File: src/rtl/frequency_analyzer_pkg.sv
// Shared definitions for the frequency analyzer control path.
// Holds the scheduler state encoding, the default irq watchdog length and the
// register-block offsets that software uses to reach the scheduler controls.
package frequency_analyzer_pkg;

  // Scheduler states; the encoding is visible to software through the status register.
  typedef enum logic [2:0] {
    StIdle    = 3'd0,
    StClear   = 3'd1,
    StSettle  = 3'd2,
    StMeasure = 3'd3,
    StStop    = 3'd4,
    StWaitIrq = 3'd5,
    StDone    = 3'd6
  } fa_state_e;

  // Cycles allowed between the stop pulse and the analyzer irq.
  localparam int unsigned DefaultIrqTimeout = 1024;

  // Register offsets (bytes) within the AXI register block.
  localparam logic [7:0] RegGoOffset          = 8'h00;
  localparam logic [7:0] RegAbortOffset       = 8'h04;
  localparam logic [7:0] RegContinuousOffset  = 8'h08;
  localparam logic [7:0] RegSettleOffset      = 8'h0C;
  localparam logic [7:0] RegWindowOffset      = 8'h10;
  localparam logic [7:0] RegStatusOffset      = 8'h14;
  localparam logic [7:0] RegWindowCountOffset = 8'h18;

endpackage

File: src/rtl/fa_down_counter.sv
// Loadable down-counter with a zero flag.
// Ports:
//   clk_i, rst_ni : clock and asynchronous active-low reset
//   load_i        : load load_val_i (wins over dec_i)
//   load_val_i    : value to load
//   dec_i         : decrement by one; the caller keeps it low at zero
//   count_o       : current count
//   zero_o        : count_o == 0
module fa_down_counter #(
  parameter int unsigned Width = 32
) (
  input  logic             clk_i,
  input  logic             rst_ni,
  input  logic             load_i,
  input  logic [Width-1:0] load_val_i,
  input  logic             dec_i,
  output logic [Width-1:0] count_o,
  output logic             zero_o
);

  localparam logic [Width-1:0] One = Width'(1);

  logic [Width-1:0] count_q, count_d;

  always_comb begin
    count_d = count_q;
    if (load_i) begin
      count_d = load_val_i;
    end else if (dec_i) begin
      count_d = count_q - One;
    end
  end

  always_ff @(posedge clk_i or negedge rst_ni) begin
    if (!rst_ni) begin
      count_q <= '0;
    end else begin
      count_q <= count_d;
    end
  end

  assign count_o = count_q;
  assign zero_o  = (count_q == '0);

endmodule

File: src/rtl/frequency_analyzer_scheduler.sv
// Measurement-window sequencer for frequency_analyzer_manager.
// Drives the analyzer clear/start/stop pulses, waits for its irq (with a
// watchdog), and reports completed windows to software. Single-shot or
// continuous back-to-back windows.
// Ports:
//   s00_axi_aclk, s00_axi_aresetn : clock, asynchronous active-low reset
//   go, abort                     : one-cycle software requests
//   continuous, settle_cycles,
//   window_cycles                 : configuration, latched on an accepted go
//   ack                           : software acknowledge of window_done
//   irq                           : analyzer result-ready level
//   clear, start, stop            : one-cycle pulses to the analyzer
//   busy                          : sequence in progress
//   window_done                   : window finished, held until ack
//   timeout_err                   : sticky irq watchdog error
//   window_count                  : completed windows, wrapping
module frequency_analyzer_scheduler
  import frequency_analyzer_pkg::*;
#(
  parameter int unsigned CNT_WIDTH    = 32,
  parameter int unsigned IRQ_TIMEOUT  = DefaultIrqTimeout,
  parameter int unsigned WINCNT_WIDTH = 16
) (
  input  logic                    s00_axi_aclk,
  input  logic                    s00_axi_aresetn,
  input  logic                    go,
  input  logic                    abort,
  input  logic                    continuous,
  input  logic [CNT_WIDTH-1:0]    settle_cycles,
  input  logic [CNT_WIDTH-1:0]    window_cycles,
  input  logic                    ack,
  input  logic                    irq,
  output logic                    clear,
  output logic                    start,
  output logic                    stop,
  output logic                    busy,
  output logic                    window_done,
  output logic                    timeout_err,
  output logic [WINCNT_WIDTH-1:0] window_count
);

  localparam logic [CNT_WIDTH-1:0]    CntOne  = CNT_WIDTH'(1);
  localparam logic [CNT_WIDTH-1:0]    TmoLoad = CNT_WIDTH'(IRQ_TIMEOUT);
  localparam logic [WINCNT_WIDTH-1:0] WcntOne = WINCNT_WIDTH'(1);

  fa_state_e state_q, state_d;

  // Latched configuration
  logic                 cont_q;
  logic [CNT_WIDTH-1:0] settle_q;
  logic [CNT_WIDTH-1:0] window_q;
  logic                 cfg_load;

  logic                    irq_q;
  logic                    first_q, first_d;           // first MEASURE cycle -> start pulse
  logic                    abort_stop_q, abort_stop_d; // STOP reached via abort, skip WAIT_IRQ
  logic                    err_q, err_d;
  logic [WINCNT_WIDTH-1:0] wcnt_q, wcnt_d;

  // Counter controls and status
  logic                 settle_load, settle_dec, settle_zero;
  logic                 win_load, win_dec, win_zero;
  logic                 tmo_load, tmo_dec, tmo_zero;
  logic [CNT_WIDTH-1:0] settle_cnt, win_cnt, tmo_cnt;
  logic                 settle_last, win_last, tmo_expired, irq_rise;

  fa_down_counter #(
    .Width (CNT_WIDTH)
  ) u_settle_cnt (
    .clk_i      (s00_axi_aclk),
    .rst_ni     (s00_axi_aresetn),
    .load_i     (settle_load),
    .load_val_i (settle_q),
    .dec_i      (settle_dec),
    .count_o    (settle_cnt),
    .zero_o     (settle_zero)
  );

  fa_down_counter #(
    .Width (CNT_WIDTH)
  ) u_window_cnt (
    .clk_i      (s00_axi_aclk),
    .rst_ni     (s00_axi_aresetn),
    .load_i     (win_load),
    .load_val_i (window_q),
    .dec_i      (win_dec),
    .count_o    (win_cnt),
    .zero_o     (win_zero)
  );

  fa_down_counter #(
    .Width (CNT_WIDTH)
  ) u_timeout_cnt (
    .clk_i      (s00_axi_aclk),
    .rst_ni     (s00_axi_aresetn),
    .load_i     (tmo_load),
    .load_val_i (TmoLoad),
    .dec_i      (tmo_dec),
    .count_o    (tmo_cnt),
    .zero_o     (tmo_zero)
  );

  // Zero is never loaded into the settle/window counters while they are in use;
  // treating it as "last" keeps the FSM from ever stalling there.
  assign settle_last = settle_zero || (settle_cnt == CntOne);
  assign win_last    = win_zero || (win_cnt == CntOne);
  assign tmo_expired = (tmo_cnt == '0);
  assign irq_rise    = irq && !irq_q;

  always_comb begin
    state_d      = state_q;
    cfg_load     = 1'b0;
    first_d      = 1'b0;
    abort_stop_d = 1'b0;
    err_d        = err_q;
    wcnt_d       = wcnt_q;
    settle_load  = 1'b0;
    settle_dec   = 1'b0;
    win_load     = 1'b0;
    win_dec      = 1'b0;
    tmo_load     = 1'b0;
    tmo_dec      = 1'b0;

    unique case (state_q)
      StIdle: begin
        if (go) begin
          cfg_load = 1'b1;
          err_d    = 1'b0;
          state_d  = StClear;
        end
      end
      StClear: begin
        settle_load = 1'b1;
        if (settle_q == '0) begin
          win_load = 1'b1;
          first_d  = 1'b1;
          state_d  = StMeasure;
        end else begin
          state_d = StSettle;
        end
      end
      StSettle: begin
        if (settle_last) begin
          win_load = 1'b1;
          first_d  = 1'b1;
          state_d  = StMeasure;
        end else begin
          settle_dec = 1'b1;
        end
      end
      StMeasure: begin
        if (win_last) begin
          state_d = StStop;
        end else begin
          win_dec = 1'b1;
        end
      end
      StStop: begin
        tmo_load = 1'b1;
        state_d  = abort_stop_q ? StIdle : StWaitIrq;
      end
      StWaitIrq: begin
        // A result arriving on the last watchdog cycle still counts.
        if (irq_rise) begin
          wcnt_d  = wcnt_q + WcntOne;
          state_d = StDone;
        end else if (tmo_expired) begin
          err_d   = 1'b1;
          state_d = StIdle;
        end else begin
          tmo_dec = !tmo_zero;
        end
      end
      StDone: begin
        if (ack) begin
          state_d = cont_q ? StClear : StIdle;
        end
      end
      default: begin
        state_d = StIdle;
      end
    endcase

    // Abort overrides everything outside IDLE; an open window is still closed
    // with a stop pulse so the analyzer is not left counting.
    if (abort && (state_q != StIdle)) begin
      wcnt_d  = wcnt_q;
      err_d   = err_q;
      first_d = 1'b0;
      if (state_q == StMeasure) begin
        abort_stop_d = 1'b1;
        state_d      = StStop;
      end else begin
        state_d = StIdle;
      end
    end
  end

  always_ff @(posedge s00_axi_aclk or negedge s00_axi_aresetn) begin
    if (!s00_axi_aresetn) begin
      state_q      <= StIdle;
      irq_q        <= 1'b0;
      first_q      <= 1'b0;
      abort_stop_q <= 1'b0;
      err_q        <= 1'b0;
      wcnt_q       <= '0;
    end else begin
      state_q      <= state_d;
      irq_q        <= irq;
      first_q      <= first_d;
      abort_stop_q <= abort_stop_d;
      err_q        <= err_d;
      wcnt_q       <= wcnt_d;
    end
  end

  always_ff @(posedge s00_axi_aclk or negedge s00_axi_aresetn) begin
    if (!s00_axi_aresetn) begin
      cont_q   <= 1'b0;
      settle_q <= '0;
      window_q <= '0;
    end else if (cfg_load) begin
      cont_q   <= continuous;
      settle_q <= settle_cycles;
      window_q <= (window_cycles == '0) ? CntOne : window_cycles;
    end
  end

  assign clear        = (state_q == StClear);
  assign start        = (state_q == StMeasure) && first_q;
  assign stop         = (state_q == StStop);
  assign busy         = (state_q != StIdle);
  assign window_done  = (state_q == StDone);
  assign timeout_err  = err_q;
  assign window_count = wcnt_q;

endmodule

File: config.mk
export PLATFORM = sky130hd
export DESIGN_NAME = frequency_analyzer_scheduler
export DESIGN_NICKNAME = d
export VERILOG_FILES = /design/src/rtl/frequency_analyzer_pkg.sv /design/src/rtl/fa_down_counter.sv /design/src/rtl/frequency_analyzer_scheduler.sv
export SDC_FILE = /design/constraint.sdc
export NUM_CORES = 1
export LEC_CHECK = 0
export BUFFER_PORTS_ARGS = -buffer_cell sky130_fd_sc_hd__buf_2
export CORE_MARGIN = 2
export CORE_UTILIZATION = 59
export CTS_BUF_LIST = sky130_fd_sc_hd__clkbuf_4 sky130_fd_sc_hd__clkbuf_8
export DETAILED_ROUTE_END_ITERATION = 6
export GPL_ROUTABILITY_DRIVEN = 0
export PLACE_DENSITY_LB_ADDON = 0.05
export SYNTH_ARGS = -nofsm -noshare
export SYNTH_HDL_FRONTEND = slang
export SYNTH_SLANG_ARGS = --single-unit
File: constraint.sdc
create_clock -name s00_axi_aclk -period 5.55 [get_ports s00_axi_aclk]
set_input_delay 0.8325 -clock s00_axi_aclk [delete_from_list [all_inputs] [get_ports s00_axi_aclk]]
set_output_delay 0.8325 -clock s00_axi_aclk [all_outputs]
set_load 0.005 [all_outputs]
==> metrics <==
outcome=completed; Routed Wire Length=21400 um; power share of the combinational group=35.4%; post-layout util=67.1%; CTS Hold Bufs=0; Syn-to-layout area delta=11.4%; Maximum Capacitance Violations=0; LEAKAGE=~4.5 nW; syn avg cell area=between 10 and 15 um2; pwr/cell area=a little over 500 mW/mm2; Synth async-reset ratio=100%; area leader, netlist=dfrtp_1; PortBufs=92; fraction of layout cells with a size suffix above 1=a little over a fifth; proportion of synthesized area in mux cells=9.01%; FMAX=about 280 MHz; Max VDD drop=about 0.00044 V; cell count along the critical path=4; # IOs=between 90 and 100; EDFF count, synth=0; die area=about 0.016 mm2; Post-Synthesis Net Count=972; Synth Warn #=0; DRT antenna net count=0; Worst Setup Start Kind=register; leading post-synthesis cells by cell area=dfrtp_1, mux2_2, nor2_1, nand2_1, nor4_1; critical path's top delay family=buffers and inverters; Mapped Cells=between 800 and 900; CTS max path bufs=2; CTS root buffer=clkbuf_8; htree depth=4; area of the core=about 0.015 mm2; Layout Nets=around 1100; vias in the first global route=7101; 1st-iter DRT viols=686; final hold vios=0; Synth Area in XOR/XNOR=4.03%; Crit. End Element=primary output; Tmin final=3.53 ns; Sum Neg Setup Slack=0 ns; Slew @ Worst Pin=1.18 ns; sequential fraction of the synthesis area=between 50 and 60%; Clk Latency, worst-skew pair=about 0.48 ns; crit path cell chain=inv_1 > nand2_1 > clkinv_1 > buf_2; CTS tree=done; Relative slew margins=around a fifth; Resize count post-CTS=0; Distinct cells, synth=70; Max FO, Critical Path=18; Internal Power=about 3.2 mW; Slew Limit Fails=0; first-pass GRT wire length=around 36000 um; share of power burned in registers=a little under half; Mapped Area=between 0.009 and 0.01 mm2; largest net degree at the start of global routing=84; initial antenna violation count=0; Antenna Diode Count=0; site row count=45; most common cell after layout, fill and taps aside=dfrtp_1; Data required, critical path=around 4.7 ns; post-CTS setup buffer count=0; die height=roughly 130 um; total iterations of the first detailed-routing run=5; DR WL/cell=about 18 um; Tightest Hold Check Type=in2async; Worst Skew=around 0.022 ns; Final Cycle Share=a little under two thirds; critical path type=reg2out; Clk pwr share=a little under a fifth; synthesized-area fraction occupied by adder cells=0.960%; CP bufs+invs=3; Initial Util=between 60% and 70%; Synth Flop Type=dfrtp_1; vias per cell=between 6 and 7; RSZ-0062 raised after global routing=no; critical path arrival=around 2.7 ns; hold_ws=around 0.37 ns; post-synthesis compound-gate area fraction=11.8%; NetSw=~2.0 mW; Max stage delay on crit path=~0.7 ns; DRC viols=0; synthesis-stage register bit count=about 180; HPWL after detailed placement=approximately 15000 um; Die Width=128 um; top cell type's share of synthesized area=between 50% and 60%; FF-to-FF path depth=7; slowest cell on the critical path=clkinv_1; Sw Share=38.7%; synthesized-area fraction occupied by and/or/nand/nor cells=21.2%; total CTS buffers=17; clock sinks=roughly 180; combinational family with the most area after synthesis=simple AND/OR/NAND/NOR gates; # setup viols final=0; via count=7434; commonest non-fill, non-tap cells in the layout=dfrtp_1, buf_2, nor2_1; total track usage=27.2%; global route overflow=0; clk slew on worst S/H paths=around 0.09 ns
==> synthesized netlist by cell type, types with 16 or more instances <==
cell	instances
dfrtp_1	184
nor2_1	86
nand2_1	83
mux2_2	65
nor4_1	43
nor3_1	38
nand3_1	37
a21oi_1	32
o21ai_0	30
clkbuf_1	25
xnor2_1	24
xor2_1	18
a221o_1	16
inv_1	16
nand4_1	16
==> path summary, 6_finish.rpt <==
kind	startpoint	endpoint	slack, ns
worst min-delay path	s00_axi_aresetn	window_count[4]	0.37
worst min register to register	window_count[15]	window_count[15]	0.48
min in group s00_axi_aclk	window_count[15]	window_count[15]	0.48
worst max register to register	u_settle_cnt.count_o[12]	u_settle_cnt.count_o[31]	2.07
max in group asynchronous	s00_axi_aresetn	timeout_err	3.96
worst max-delay path	state_q[0]	stop	2.02
==> registers in the layout (all words and copies together), names as in the netlist <==
name / flops
abort_stop_q: 1
cont_q: 1
first_q: 1
irq_q: 1
settle_q: 32
state_q: 3
timeout_err: 1
u_settle_cnt.count_o: 32
u_timeout_cnt.count_o: 32
u_window_cnt.count_o: 32
window_count: 16
window_q: 32
==> power by group through the flow <==
stage / registers [mW] / clock network (mW) / logic [mW]
detailed placement: 2.36 / 0 / 1.81
global placement: 2.34 / 0 / 1.72
floorplan: 2.19 / 0 / 1.46
finish: 2.35 / 0.964 / 1.82
global route: 2.43 / 1.03 / 2.03
CTS: 2.35 / 0.979 / 1.82
==> logic make-up after synthesis <==
family,count (synthesis)
DFF,184
xor gates and xnor gates,42
and+or+nand+nor,377
buffers and inverters,54
adders and majority gates,7
muxes,74
AOI/OAI and AO/OA,156
==> cell type report <==
| class | instances | area [um2] |
|---|---|---|
| clock inverters | 12 | 163 |
| repair buffers | 101 | 534 |
| fillers | 1207 | 4990 |
| clock buffers | 19 | 262 |
| well taps | 188 | 235 |
| inverters | 17 | 63.8 |
| flip-flops and latches | 184 | 4600 |
| multi-input cells | 656 | 4300 |
==> worst reg2reg max path, stage by stage, from the launching register on <==
cell     delay, ns
dfrtp_1       0.46
nor4_1        0.65
nand4_1       0.29
nor4_2        0.93
o21ai_0       0.50
buf_4         0.31
o21ai_0       0.09
a221o_1       0.19
==> metal layers <==
layer	GRT usage, %	part of all wire (%)	up-vias
met3	4.16	4.5	31
met2	43.8	48	224
li1	-	-	3461
met1	38.3	45	3718
met5	0	0	-
met4	8.86	1.8	0
==> through the flow <==
step	cell area, um2	worst slack [ns]	instances	power (mW)
3_3_place_gp	9740	2.35	1146	4.06
2_1_floorplan	9120	2.98	894	3.64
6_report	10200	2.02	1177	5.14
4_1_cts	10200	2.02	1177	5.14
3_5_place_dp	9740	2.25	1146	4.17
5_1_grt	10200	1.79	1177	5.49
(Power assumes the default switching activity.)
